## src/rtl/pc_bpu.sv

```systemverilog
// Fetch PC generator with a small fully-associative 2-bit branch predictor table.
// Optional build macro PC_BPU_BTFN_EN: backward-taken/forward-not-taken prediction on table misses.
module pc_bpu #(
    parameter int unsigned        ADDR_W   = 32,
    parameter int unsigned        ENTRIES  = 4,
    parameter logic [ADDR_W-1:0]  RESET_PC = '0,
    parameter logic [1:0]         CNT_INIT = 2'b01
) (
    input  logic              clk,
    input  logic              rst,
    input  logic [2:0]        jump_cause_i,
    input  logic [ADDR_W-1:0] jump_to_addr_i,
    input  logic              hold_i,
    input  logic [31:0]       inst_i,
    input  logic              resolve_valid_i,
    input  logic [ADDR_W-1:0] resolve_addr_i,
    input  logic              resolve_taken_i,
    output logic [ADDR_W-1:0] pc_o,
    output logic [ADDR_W-1:0] now_pc_o,
    output logic              predict_to_jump_o
);

    localparam int unsigned IDX_W      = (ENTRIES > 1) ? $clog2(ENTRIES) : 1;
    localparam int unsigned IMM_W      = 13;
    localparam logic [6:0]  OPC_BRANCH = 7'b1100011;
    localparam logic [2:0]  CAUSE_NONE = 3'd0;
    localparam logic [2:0]  CAUSE_IRQ  = 3'd4;
    localparam logic [2:0]  CAUSE_EXC  = 3'd5;
    localparam logic [1:0]  CNT_MAX    = 2'b11;
    localparam logic [1:0]  CNT_MIN    = 2'b00;
`ifdef PC_BPU_BTFN_EN
    localparam logic [1:0]  CNT_BACKWARD = 2'b10;
`endif

    logic [ADDR_W-1:0]              pc_q, pc_d;
    logic [ENTRIES-1:0]             valid_q, valid_d;
    logic [ENTRIES-1:0][ADDR_W-1:0] tag_q, tag_d;
    logic [ENTRIES-1:0][1:0]        cnt_q, cnt_d;
    logic [IDX_W-1:0]               wr_ptr_q, wr_ptr_d;

    logic              is_branch;
    logic [IMM_W-1:0]  imm_b;
    logic [ADDR_W-1:0] target;
    logic              fetch_hit;
    logic [IDX_W-1:0]  fetch_idx;
    logic              res_hit;
    logic [IDX_W-1:0]  res_idx;
    logic              alloc;
    logic [1:0]        alloc_cnt;
    logic              predict;
    logic              flush;

    // Bits of the instruction that play no part in branch decode.
    logic unused_inst;
    assign unused_inst = ^inst_i[24:12];

    assign is_branch = (inst_i[6:0] == OPC_BRANCH);
    assign imm_b     = {inst_i[31], inst_i[7], inst_i[30:25], inst_i[11:8], 1'b0};
    assign target    = pc_q + ADDR_W'(signed'(imm_b));
    assign flush     = (jump_cause_i == CAUSE_IRQ) || (jump_cause_i == CAUSE_EXC);

    // Parallel tag match for the fetch PC and the resolving branch; lowest index wins.
    always_comb begin
        fetch_hit = 1'b0;
        fetch_idx = '0;
        res_hit   = 1'b0;
        res_idx   = '0;
        for (int i = 0; i < int'(ENTRIES); i++) begin
            if (!fetch_hit && valid_q[i] && (tag_q[i] == pc_q)) begin
                fetch_hit = 1'b1;
                fetch_idx = IDX_W'(i);
            end
            if (!res_hit && valid_q[i] && (tag_q[i] == resolve_addr_i)) begin
                res_hit = 1'b1;
                res_idx = IDX_W'(i);
            end
        end
    end

    // Next fetch address selection and allocation request.
    always_comb begin
        pc_d      = pc_q + ADDR_W'(4);
        predict   = 1'b0;
        alloc     = 1'b0;
        alloc_cnt = CNT_INIT;
        if (rst) begin
            pc_d = RESET_PC;
        end else if (jump_cause_i != CAUSE_NONE) begin
            pc_d = jump_to_addr_i;
        end else if (hold_i) begin
            pc_d = pc_q;
        end else if (is_branch) begin
            if (fetch_hit) begin
                if (cnt_q[fetch_idx][1]) begin
                    pc_d    = target;
                    predict = 1'b1;
                end
            end else begin
                alloc = 1'b1;
`ifdef PC_BPU_BTFN_EN
                if (imm_b[IMM_W-1]) begin
                    pc_d      = target;
                    predict   = 1'b1;
                    alloc_cnt = CNT_BACKWARD;
                end
`endif
            end
        end
    end

    // Table update: training, then allocation (wins on the same slot), then flush (wins over all).
    always_comb begin
        valid_d  = valid_q;
        tag_d    = tag_q;
        cnt_d    = cnt_q;
        wr_ptr_d = wr_ptr_q;
        if (resolve_valid_i && res_hit) begin
            if (resolve_taken_i) begin
                if (cnt_q[res_idx] != CNT_MAX) begin
                    cnt_d[res_idx] = cnt_q[res_idx] + 2'd1;
                end
            end else if (cnt_q[res_idx] != CNT_MIN) begin
                cnt_d[res_idx] = cnt_q[res_idx] - 2'd1;
            end
        end
        if (alloc) begin
            valid_d[wr_ptr_q] = 1'b1;
            tag_d[wr_ptr_q]   = pc_q;
            cnt_d[wr_ptr_q]   = alloc_cnt;
            wr_ptr_d          = wr_ptr_q + IDX_W'(1);
        end
        if (flush) begin
            valid_d  = '0;
            wr_ptr_d = '0;
        end
    end

    always_ff @(posedge clk) begin
        if (rst) begin
            pc_q     <= RESET_PC;
            valid_q  <= '0;
            wr_ptr_q <= '0;
        end else begin
            pc_q     <= pc_d;
            valid_q  <= valid_d;
            wr_ptr_q <= wr_ptr_d;
        end
    end

    // Payload fields are qualified by valid, so they need no reset.
    always_ff @(posedge clk) begin
        if (!rst) begin
            tag_q <= tag_d;
            cnt_q <= cnt_d;
        end
    end

    assign pc_o              = pc_d;
    assign now_pc_o          = rst ? RESET_PC : pc_q;
    assign predict_to_jump_o = predict;

endmodule

```

## config.mk

```make
export PLATFORM = sky130hd
export DESIGN_NAME = pc_bpu
export DESIGN_NICKNAME = d
export VERILOG_FILES = /design/src/rtl/pc_bpu.sv
export SDC_FILE = /design/constraint.sdc
export NUM_CORES = 1
export LEC_CHECK = 0
export ABC_AREA = 1
export CORE_ASPECT_RATIO = 1.75
export CORE_MARGIN = 2
export CORE_UTILIZATION = 40
export DETAILED_ROUTE_END_ITERATION = 7
export GPL_TIMING_DRIVEN = 0
export PLACE_DENSITY_LB_ADDON = 0.1
export SYNTH_ARGS = -nofsm -noshare
export SYNTH_HDL_FRONTEND = slang
export SYNTH_SLANG_ARGS = --single-unit
```

## constraint.sdc

```tcl
create_clock -name clk -period 7 [get_ports clk]
set_input_delay 1.4 -clock clk [delete_from_list [all_inputs] [get_ports clk]]
set_output_delay 1.4 -clock clk [all_outputs]
set_load 0.005 [all_outputs]
```

* Word level (Yosys, flattened, before mapping)
Index checks and enable logic that the tools add are counted.
** Word-level totals
- Bits in registers :: 174
- Bits of input ports :: 104
- Output and inout port bits :: 65
- Logic and storage cells :: 118
** Cells by class
- Add/subtract/negate cells :: 5
- Magnitude comparators :: 5
- Equality and inequality tests :: 12
- Muxes and demuxes :: 52
- Bitwise operators :: 5
- Reduce and logical (&&, ||, !) cells :: 28
** Operators with widths (count)
- $eq A32 B32 Y1 :: 8
- $mux W32 :: 8
- $bwmux W128 :: 1
- $demux W32 S2 :: 1
- $mux W8 :: 5
- $add A32 B3 Y32 const B :: 1
- $add A32 B32 Y32 :: 1
- $mux W1 :: 22
- $logic_and A1 B1 Y1 :: 17
- $bwmux W8 :: 2
- $mux W2 :: 8
- $lt A2 B3 Y1 const B :: 3
- $bmux W2 S2 :: 2
- $demux W2 S2 :: 2
- $or A4 B4 Y4 :: 2
- $eq A7 B7 Y1 const B :: 1
- $eq A3 B3 Y1 const B :: 2
- $logic_not A1 Y1 :: 6
- $add A2 B1 Y2 const B :: 2
- $and A4 B4 Y4 :: 1
- $ge A2 B1 Y1 const B :: 2
- $not A4 Y4 :: 1
- $reduce_bool A3 Y1 :: 1
- $demux W1 S2 :: 1
- other kinds (7) :: 7

* Depth between registers and ports, before layout
- Word-level depth :: 25
- Mapped depth :: 24
- Mapped depth without buffers :: 24

* Least setup slack after synthesis
Ideal clock, no wire load.
- Kind :: in2out
- Start point :: input port inst_i[8]
- End point :: output port pc_o[23]
- Arrival time :: 3.210 ns
- Data required time :: 5.600 ns
- Slack :: 2.390 ns
- Cell stages on the path :: 11
- Path buffers :: 0
- Cells stage by stage :: ha_1 fa_1 nand3_1 nand3_1 a21oi_1 o21ai_0 a21oi_1 xor2_1 nand3_1 nand3_1 a21oi_1
** Between the ends
- Word-level cells in the longest chain between the ends :: 7
** RTL lines
- start, declared :: RTL line 14 : input logic [31:0] inst_i,
- $add A32 B32 Y32 :: RTL line 59 : assign target = pc_q + ADDR_W'(signed'(imm_b));
- $mux W32 :: RTL line 94 : if (cnt_q[fetch_idx][1]) begin
- $mux W32 :: RTL line 93 : if (fetch_hit) begin
- $mux W32 :: RTL line 92 : end else if (is_branch) begin
- $mux W32 :: RTL line 90 : end else if (hold_i) begin
- $mux W32 :: RTL line 88 : end else if (jump_cause_i != CAUSE_NONE) begin
- $mux W32 :: RTL line 86 : if (rst) begin
- end, declared :: RTL line 18 : output logic [ADDR_W-1:0] pc_o,
Every way passes these cells.

* Worst setup path in the final report
- Start point :: input port inst_i[31]
- End point :: output port pc_o[24]
The elaborated chain is that of the path after synthesis.

==> results list <==
- The floorplan step set the die width to 150 um.
- Most frequent standard cell in the layout excluding fill and tap cells: sky130_fd_sc_hd__nand2_1
- Slew at the pin with the worst max-slew slack: 1.09 ns
- Entering global routing, the biggest net connects 34 pins.
* Placed cell count: 2,862
- The synthesized netlist occupies a cell area of 15,000 sq um.
- Overflow left after global routing: 0
* Data arrival time of the critical path: 5.37 ns
- After floorplanning, the core was sized to cover 36,900 sq um.
- In this run the deepest clock path goes through 2 buffers.
- The share of the Yosys chip area taken by registers is 32.3%.
- The congestion estimate from routability-driven global placement came to 1.09.
* Post-Place Worst Slack: -0.274 ns
* Power density relative to cell area: 165 nW/um^2
- The worst hold path belongs to the class reg2reg.
- Setup slack of the worst register-to-register path: 2.05 ns
* Cell leakage power: 7.80 nW
- Most used cells in the layout excluding fill and tap cells: 657 x sky130_fd_sc_hd__nand2_1, 251 x sky130_fd_sc_hd__inv_1, 238 x sky130_fd_sc_hd__nor2_1, 150 x sky130_fd_sc_hd__a21oi_1, 145 x sky130_fd_sc_hd__clkdlybuf4s50_1
* Average wire length per cell after detail routing: 29.8 um
- Total clock buffers created by CTS: 17
* Post-detailed-route via-to-cell ratio: 5.90
- Syn-to-layout area delta: 18.3%
* Post-synthesis async set-or-reset flop share: 0%
- Final cell count without fillers: 2,900
- Min-Delay Path Depth: 1
- Met2 track demand over resource in global routing: 77.1%
* WP data required: 5.60 ns
- In this run, synthesis inferred 136 flip-flops with an integrated enable.
- Setup repair after global routing left no endpoint under its margin.
- The worst setup path is captured at an output port.
* Number of filler instances in the final layout: 3,774
- For this run, design rule violations remaining after detail routing come to 0.
- For the worst flop-to-flop path, the logic depth is 20.
* Number of primary I/O pins: 169
- Final wirelength: 86.5 mm
* RR Endpoint: cnt_q[2]
- Number of synthesized register bits: 174
- The run finished with clean final reports.
- Number of maximum-capacitance constraint violations: 0
- Post-synth top area share: 27.2%
- Most heavily used metal layer in global routing: met2
* Main area contributors after synthesis: sky130_fd_sc_hd__edfxtp_1 27%, sky130_fd_sc_hd__nand2_1 16%, sky130_fd_sc_hd__inv_1 6.3%
- After synthesis, the mean cell area works out to 6.69 sq um.
- Period Utilization, post-route: 96.7%
- Distinct cells, synth: 52
- Maximum achievable frequency: 0.148 GHz
- DR pass1 iterations: 8
- The initialized floorplan defines 93 standard-cell rows.
* Global routing met1 resource utilization: 41.8%
* Startpoint of the worst hold path: valid_q[1]
- TritonCTS sink count: 174
- The via count of the first global-routing pass came to 16,957.
- Setup Fix Bufs, Post-CTS: 0
* Final Max Tran Viols: 0
- Wire length of the first global-routing pass: 119 mm
* Hpwl dp: 72.4 mm
* Mapped Nets: 2,381
- Kind of launch point of the worst setup path: primary input
- In this run the remaining antenna-violating nets after routing total 0.
* Full die area: 39,100 sq um
* Synthesized instance count: 2,239
- Smallest setup slack after layout: 0.229 ns
* Yosys warning total: 0
* Clock latency on the worst-skew pair: 0.48 ns
- The sequential cells in the finished layout cover a total of 4840 sq um.
- The final number of hold-violating endpoints was 0.
- Between clock sinks in the finished design, the worst skew comes to 0.0206 ns.
- Clock tree from TritonCTS: built
* Initial Utilization: 40.6%
- For the finished layout, the period the worst path requires is 6.77 ns.
- By startpoint and endpoint, the worst setup path is classified as in2out.
- The number of antenna violations at the first check in global routing is 3.
* Number of I/O port buffers: 146
- After routing, the total negative slack on setup checks comes to 0 ns.
- In the final layout, the share of cells above drive strength 1 is 5.83%.
- Cell type contributing the most total cell area after synthesis: sky130_fd_sc_hd__edfxtp_1
- The root buffer cell chosen for the clock tree is sky130_fd_sc_hd__clkbuf_16.
- Reg-to-reg critical path startpoint: tag_q[119]
- For this run, global-route usage on met3 was measured as 6.60%.
- After the last flow step, the layout net total stands at 2,549.
- In the global route stage, overall resource usage came out at 44.3%.
* Footprint of the multi-input gates: 8730 sq um
* Highest ir drop seen on vdd: 0.130 mV
- The floorplan step set the die height to 260 um.
- Clock transition at the register clock pins on the worst setup and hold paths after CTS: 0.08 ns
- Via Count: 17,102
- Count of endpoints failing setup in the final report: 0
- Level count of the clock H-tree: 4
- For this block, the initial DRC count from the detailed router was 1,658.
- Ys flop type: sky130_fd_sc_hd__edfxtp_1
- Worst Hold Path EP: valid_q[1]
- Max-slew headroom: 26.8%
- In this run the worst path has a maximum fanout of 20.
per-stage QoR:
stage	cell area (sq um)	hold slack, ns	power [W]	util [%]
floorplan	15000	0.461	0.00155	-
global placement	17000	0.494	0.00188	46.2
detailed placement	17100	0.504	0.00189	46.4
CTS	17700	0.521	0.00288	48.0
global route	17700	0.538	0.00299	48.0
finish	17700	0.527	0.00292	48.1
power by group:
group	switching [W]	total, W	internal (W)
registers	0.0000418	0.00117	0.00113
logic	0.000486	0.000725	0.000239
clock network	0.000515	0.00103	0.000510
total	0.00104	0.00292	0.00188
logic make-up (layout without fill, tap and decap cells):
kind of cell | Yosys count | in the layout | synth area share, %
AO/OA/AOI/OAI | 296 | 296 | 10.6
XOR/XNOR | 125 | 125 | 7.35
adder cells (fa/ha/maj) | 38 | 38 | 3.22
buffers and inverters | 345 | 526 | 9.53
flip-flops | 174 | 174 | 32.3
other | 0 | 5 | 0
AND/OR/NAND/NOR | 1261 | 1261 | 36.9
synthesized netlist by cell type (7+ instances only):
| library cell | instances |
|---|---|
| sky130_fd_sc_hd__nand3_1 | 122 |
| sky130_fd_sc_hd__o2111ai_1 | 8 |
| sky130_fd_sc_hd__buf_4 | 25 |
| sky130_fd_sc_hd__nand4_1 | 105 |
| sky130_fd_sc_hd__xnor2_1 | 58 |
| sky130_fd_sc_hd__nor2_1 | 240 |
| sky130_fd_sc_hd__nand3b_1 | 11 |
| sky130_fd_sc_hd__dfxtp_1 | 38 |
| sky130_fd_sc_hd__nor4_1 | 23 |
| sky130_fd_sc_hd__clkbuf_1 | 24 |
| sky130_fd_sc_hd__inv_2 | 29 |
| sky130_fd_sc_hd__o21ai_0 | 93 |
| sky130_fd_sc_hd__a21oi_1 | 150 |
| sky130_fd_sc_hd__o21ai_1 | 11 |
| sky130_fd_sc_hd__inv_1 | 252 |
| sky130_fd_sc_hd__or2_2 | 10 |
| sky130_fd_sc_hd__ha_1 | 37 |
| sky130_fd_sc_hd__nor2_2 | 7 |
| sky130_fd_sc_hd__xor2_1 | 66 |
| sky130_fd_sc_hd__nand2_1 | 657 |
| sky130_fd_sc_hd__nor3b_1 | 10 |
| sky130_fd_sc_hd__nor3_1 | 48 |
| sky130_fd_sc_hd__edfxtp_1 | 136 |
worst max-delay path by stage:
stage	start	endpoint	slack [ns]	cells past startpoint
3_3_place_gp	inst_i[31]	pc_o[24]	-0.25	17
2_1_floorplan	inst_i[8]	pc_o[23]	2.39	11
6_report	inst_i[31]	pc_o[24]	0.23	15
3_5_place_dp	inst_i[31]	pc_o[24]	-0.27	15
4_1_cts	inst_i[31]	pc_o[24]	0.01	17
5_1_grt	inst_i[31]	pc_o[26]	0.29	18
worst max-delay path, stage by stage:
cell and delay, ns:
sky130_fd_sc_hd__clkbuf_2 0.34, sky130_fd_sc_hd__ha_1 0.53, sky130_fd_sc_hd__a21oi_1 0.28, sky130_fd_sc_hd__o21ai_0 0.19
sky130_fd_sc_hd__nor2_1 0.59, sky130_fd_sc_hd__nand3_1 0.55, sky130_fd_sc_hd__nand2_1 0.18, sky130_fd_sc_hd__nand2_1 0.10
sky130_fd_sc_hd__xnor2_1 0.13, sky130_fd_sc_hd__inv_1 0.06, sky130_fd_sc_hd__nand4_1 0.09, sky130_fd_sc_hd__nand2_1 0.08
sky130_fd_sc_hd__nand2_1 0.06, sky130_fd_sc_hd__a21oi_1 0.21, sky130_fd_sc_hd__clkdlybuf4s50_1 0.55
final cells by class:
cell class	count	share of cell area (%)
tap	475	3.35
inverter	282	5.98
sequential	174	27.3
antenna	5	0.0706
clock inverter	15	0.981
clock buffer	17	2.40
buffer	63	2.07
multi-input combinational	1720	49.2
timing repair buffer	149	8.59
registers in the layout, summed over array words and instances, names as in the netlist:
signal / cells
valid_q: 4
cnt_q: 8
wr_ptr_q: 2
pc_q: 32
tag_q: 128
per-layer routing:
| metal | wire length [um] | vias up |
|---|---|---|
| met5 | 27 | - |
| met4 | 11800 | 4 |
| met3 | 5970 | 348 |
| met2 | 42800 | 1005 |
| met1 | 25900 | 7964 |
| li1 | - | 7781 |
timing repair:
action | 4_1_cts | 5_1_grt
hold buffers | 0 | 0
resized for setup | 1 | 2
hold endpoints to repair | 0 | 0
endpoints found under the setup margin | 5 | 3
No activity file was read; power rests on OpenSTA's default activity.
==> variant 1: new RTL, config.mk and constraints unchanged <==
Change the parameter `ENTRIES` from 4 to 8.
--- a/src/rtl/pc_bpu.sv
+++ b/src/rtl/pc_bpu.sv
@@ -4,3 +4,3 @@
     parameter int unsigned        ADDR_W   = 32,
-    parameter int unsigned        ENTRIES  = 4,
+    parameter int unsigned        ENTRIES  = 8,
     parameter logic [ADDR_W-1:0]  RESET_PC = '0,
Check against the original RTL: same outputs for any inputs over 4 cycles, from zero or initial values and one cycle with rst high; that may be too few to reach the edited logic, so the function may still have changed.
==> variant 1 against the original RTL <==
The run now fails in global routing; synthesized area increased by 63%.
==> variant 1: results <==
group,metric,value,unit
status,status,"aborted with a tool error",
status,lastStage,"global routing",
status,error,"[ERROR GRT-0116] Global routing finished with congestion. Check the congestion regions in the DRC Viewer.",
synth,synth_edf_count,272,
clock_tree,clock-sinks,315,
clock_tree,root_buffer,"clkbuf_16",
placed_design,postPlaceCellArea,0.0269,sq mm
synth,synthAdderAreaFrac,0.0183,
synth,synthArstFlopShare,0,
placed_design,io_buffers,125,
synth,yosys.area_share.xor_xnor,0.0654,
grt,grt_pass1_vias,29432,
synth,synth_area_leaders,"edfxtp_1 34%, nand2_1 17%, inv_1 7.3%",
placed_design,dp_slack,-0.652,ns
synth,synth_common_cells,"1121 x nand2_1, 475 x inv_1, 440 x nor2_1, 272 x edfxtp_1, 152 x nand3_1",
clock_tree,cts_max_path_buffers,3,
grt,track_usage,0.598,
synth,yosys.cell_types.count,60,
floorplan,start_util,0.404,
placed_design,routabilityCongestion,1.19,
grt,grt_overflow,69,
synth,synthMuxAreaShare,0,
synth,synth_fp_nets,3674,
clock_tree,cts_buffers,35,
synth,synth_compound_area_frac,0.0876,
clock_tree,htreeDepth,2,
placed_design,dp_hpwl,126,mm
grt,grt_pass1_wl,253,mm
synth,yosys_warnings,0,
synth,ys_seq_area_frac,0.370,
grt,grt_max_degree,33,
[variant 1: cell types whose count changed after synthesis, moves of 30 or more]
cell	before	now
edfxtp_1	136	272
buf_2	6	58
nand2_1	657	1121
a21oi_1	150	100
xnor2_1	58	90
nand4_1	105	137
nor2_1	240	440
nand3_1	122	152
inv_1	252	475
[variant 1: what timing repair did]
| item | in CTS |
|---|---|
| setup endpoints to repair | 32 |
| cloned | 0 |
| buffers inserted | 0 |
| gates resized for setup | 13 |
| endpoints found under the hold margin | 0 |
[variant 1: cell families after synthesis]
group,Yosys count
compound gates,355
xor+xnor,182
fa+ha+maj,35
simple gates,2029
flops,315
buf+inv,619
[variant 1: metrics by stage]
step                      instances  setup TNS (ns)  utilization  hold slack, ns
after CTS                      4519               0        0.466           0.492
after detailed placement       4456           -4.78        0.445           0.482
after global placement         4446         -187.69        0.441           0.475
after floorplan                3535               0            -           0.459
[variant 1: metal layers]
layer  track usage  overflow
met5        0.0692         0
met4         0.622        29
met3         0.365         0
met2         0.837        40
met1         0.578         0
==> variant 2: new RTL, same settings <==
Without the edit above. Make the reset (`rst`) asynchronous in one clocked block.
--- a/src/rtl/pc_bpu.sv
+++ b/src/rtl/pc_bpu.sv
@@ -137,3 +137,3 @@
 
-    always_ff @(posedge clk) begin
+    always_ff @(posedge clk or posedge rst) begin
         if (rst) begin
Function: same outputs for any inputs over 4 cycles, from zero or initial values and one cycle with rst high; that may be too few to reach the edited logic, so the function may still have changed.
==> variant 2 against the original RTL <==
Sequential share of layout area increased by 2.6 points; global-route usage down 2.9 points; core utilization is 0.55 points higher; sequential cell count did not move; maximum frequency grew 3.1%; combinational power is 8.3% lower; total power fell by 0.91%; largest cell class unchanged; synthesized area down 6.2%; final area is 5.2% lower; setup slack improved by 0.21 ns; routed wire length down 11%.
==> variant 2: results <==
group,metric,value,unit
placed_design,dp_hpwl,62.9,mm
synth,synth_fp_nets,2124,
synth,yosys.area_share.xor_xnor,0.0667,
grt,grt_pass1_vias,15130,
synth,ys_seq_area_frac,0.358,
power_and_ir_drop,pg_comb,665,uW
grt,antenna_found_initial,4,
critical_path,reg2regPathDepth,18,
sta,slew_headroom,0.136,
sta,skew,0.0188,ns
synth,synthAdderAreaFrac,0.0344,
critical_path,worstPathMaxFanout,9,
critical_path,r2r_start,"tag_q[4]$_DFFE_PP_",
synth,synth_compound_area_frac,0.126,
layout,layout.nets,2297,
synth,synthMuxAreaShare,0,
critical_path,arrival,5.17,ns
status,status,"finished, final reports clean",
placed_design,io_buffers,153,
layout,fin_cells,2628,
synth,synthArstFlopShare,0.218,
grt,grt_pass1_wl,106,mm
placed_design,postPlaceCellArea,0.0162,sq mm
sta,whs,0.615,ns
critical_path,crit_start,"pc_q[21]$_DFF_PP0_",
power_and_ir_drop,clockPowerShare,0.363,
min_path,min_from,"cnt_q[2]$_DFFE_PN_",
power_and_ir_drop,powerClk,1050,uW
drt,firstDrtPassIters,5,
placed_design,dp_slack,-0.0729,ns
power_and_ir_drop,switching_share,0.341,
critical_path,reg2reg_to,"cnt_q[1]$_DFFE_PN_",
synth,synth_area_leaders,"edfxtp_1 29%, nand2_1 15%, dfrtp_1 6.8%",
drt,drt_iter0_drc,1383,
synth,synth_common_cells,"579 x nand2_1, 225 x nor2_1, 216 x inv_1, 136 x edfxtp_1, 109 x o21ai_0",
power_and_ir_drop,leakagePower,0.00732,uW
grt,track_usage,0.415,
clock_tree,ctsResizeCount,1,
clock_tree,htreeDepth,4,
critical_path,endpoint,"pc_o[31]",
synth,synth_cells,1982,
grt,grt_max_degree,56,
drt,post_drt_via_cell_ratio,5.85,
synth,yosys_warnings,0,
clock_tree,root_buffer,"clkbuf_16",
drt,drt-total-wl,77.1,mm
power_and_ir_drop,ir_worst_vdd,0.181,mV
synth,synth_edf_count,136,
placed_design,routabilityCongestion,1.08,
sta,fmax,0.152,GHz
critical_path,rrSetupSlack,2.14,ns
layout,n_antenna_cell,0,
layout,drive_gt1_frac,0.0780,
synth,yosys.cell_types.count,58,
-- variant 2: worst max-delay path: stages (launching register included) --
cell	delay [ns]
dfrtp_1	0.49
buf_4	0.23
o21ai_0	0.94
nor2_1	0.19
nand3_1	0.24
nor2_1	0.09
nand3_1	0.26
nand2_2	0.14
nand2_2	0.10
nand2_1	0.09
nand3_2	0.15
nand2_1	0.11
nor2_4	0.37
nand3_1	0.20
nand2_1	0.10
nand2_1	0.06
a21oi_1	0.31
clkdlybuf4s50_1	0.59
-- variant 2: logic make-up after synthesis --
group / Yosys count
fa+ha+maj: 38
simple gates: 1060
compound gates: 308
xor+xnor: 107
flops: 174
buf+inv: 295
-- variant 2: area by class of cell --
| type | count | area [sq um] |
|---|---|---|
| fillers | 3567 | 17800 |
| multi-input cells | 1513 | 7790 |
| flip-flops and latches | 174 | 5030 |
| repair buffers | 154 | 1550 |
| inverters | 247 | 927 |
| well taps | 460 | 576 |
| clock buffers | 17 | 425 |
| plain buffers | 48 | 305 |
| clock inverters | 15 | 194 |
-- variant 2: layer usage --
metal | part of all wire | vias to the layer above | GRT usage
met3 | 0.054 | 277 | 0.0503
met4 | 0.12 | 2 | 0.423
met1 | 0.32 | 7333 | 0.403
li1 | - | 6916 | -
met5 | 0.00017 | - | 0
met2 | 0.50 | 843 | 0.737
-- variant 2: worst min path at each step --
stage	endpoint	cells after the start
floorplan	tag_q[127]$_DFFE_PP_	0
global placement	tag_q[31]$_DFFE_PP_	0
detailed placement	tag_q[31]$_DFFE_PP_	0
CTS	tag_q[95]$_DFFE_PP_	0
global route	tag_q[95]$_DFFE_PP_	0
finish	cnt_q[2]$_DFFE_PN_	2
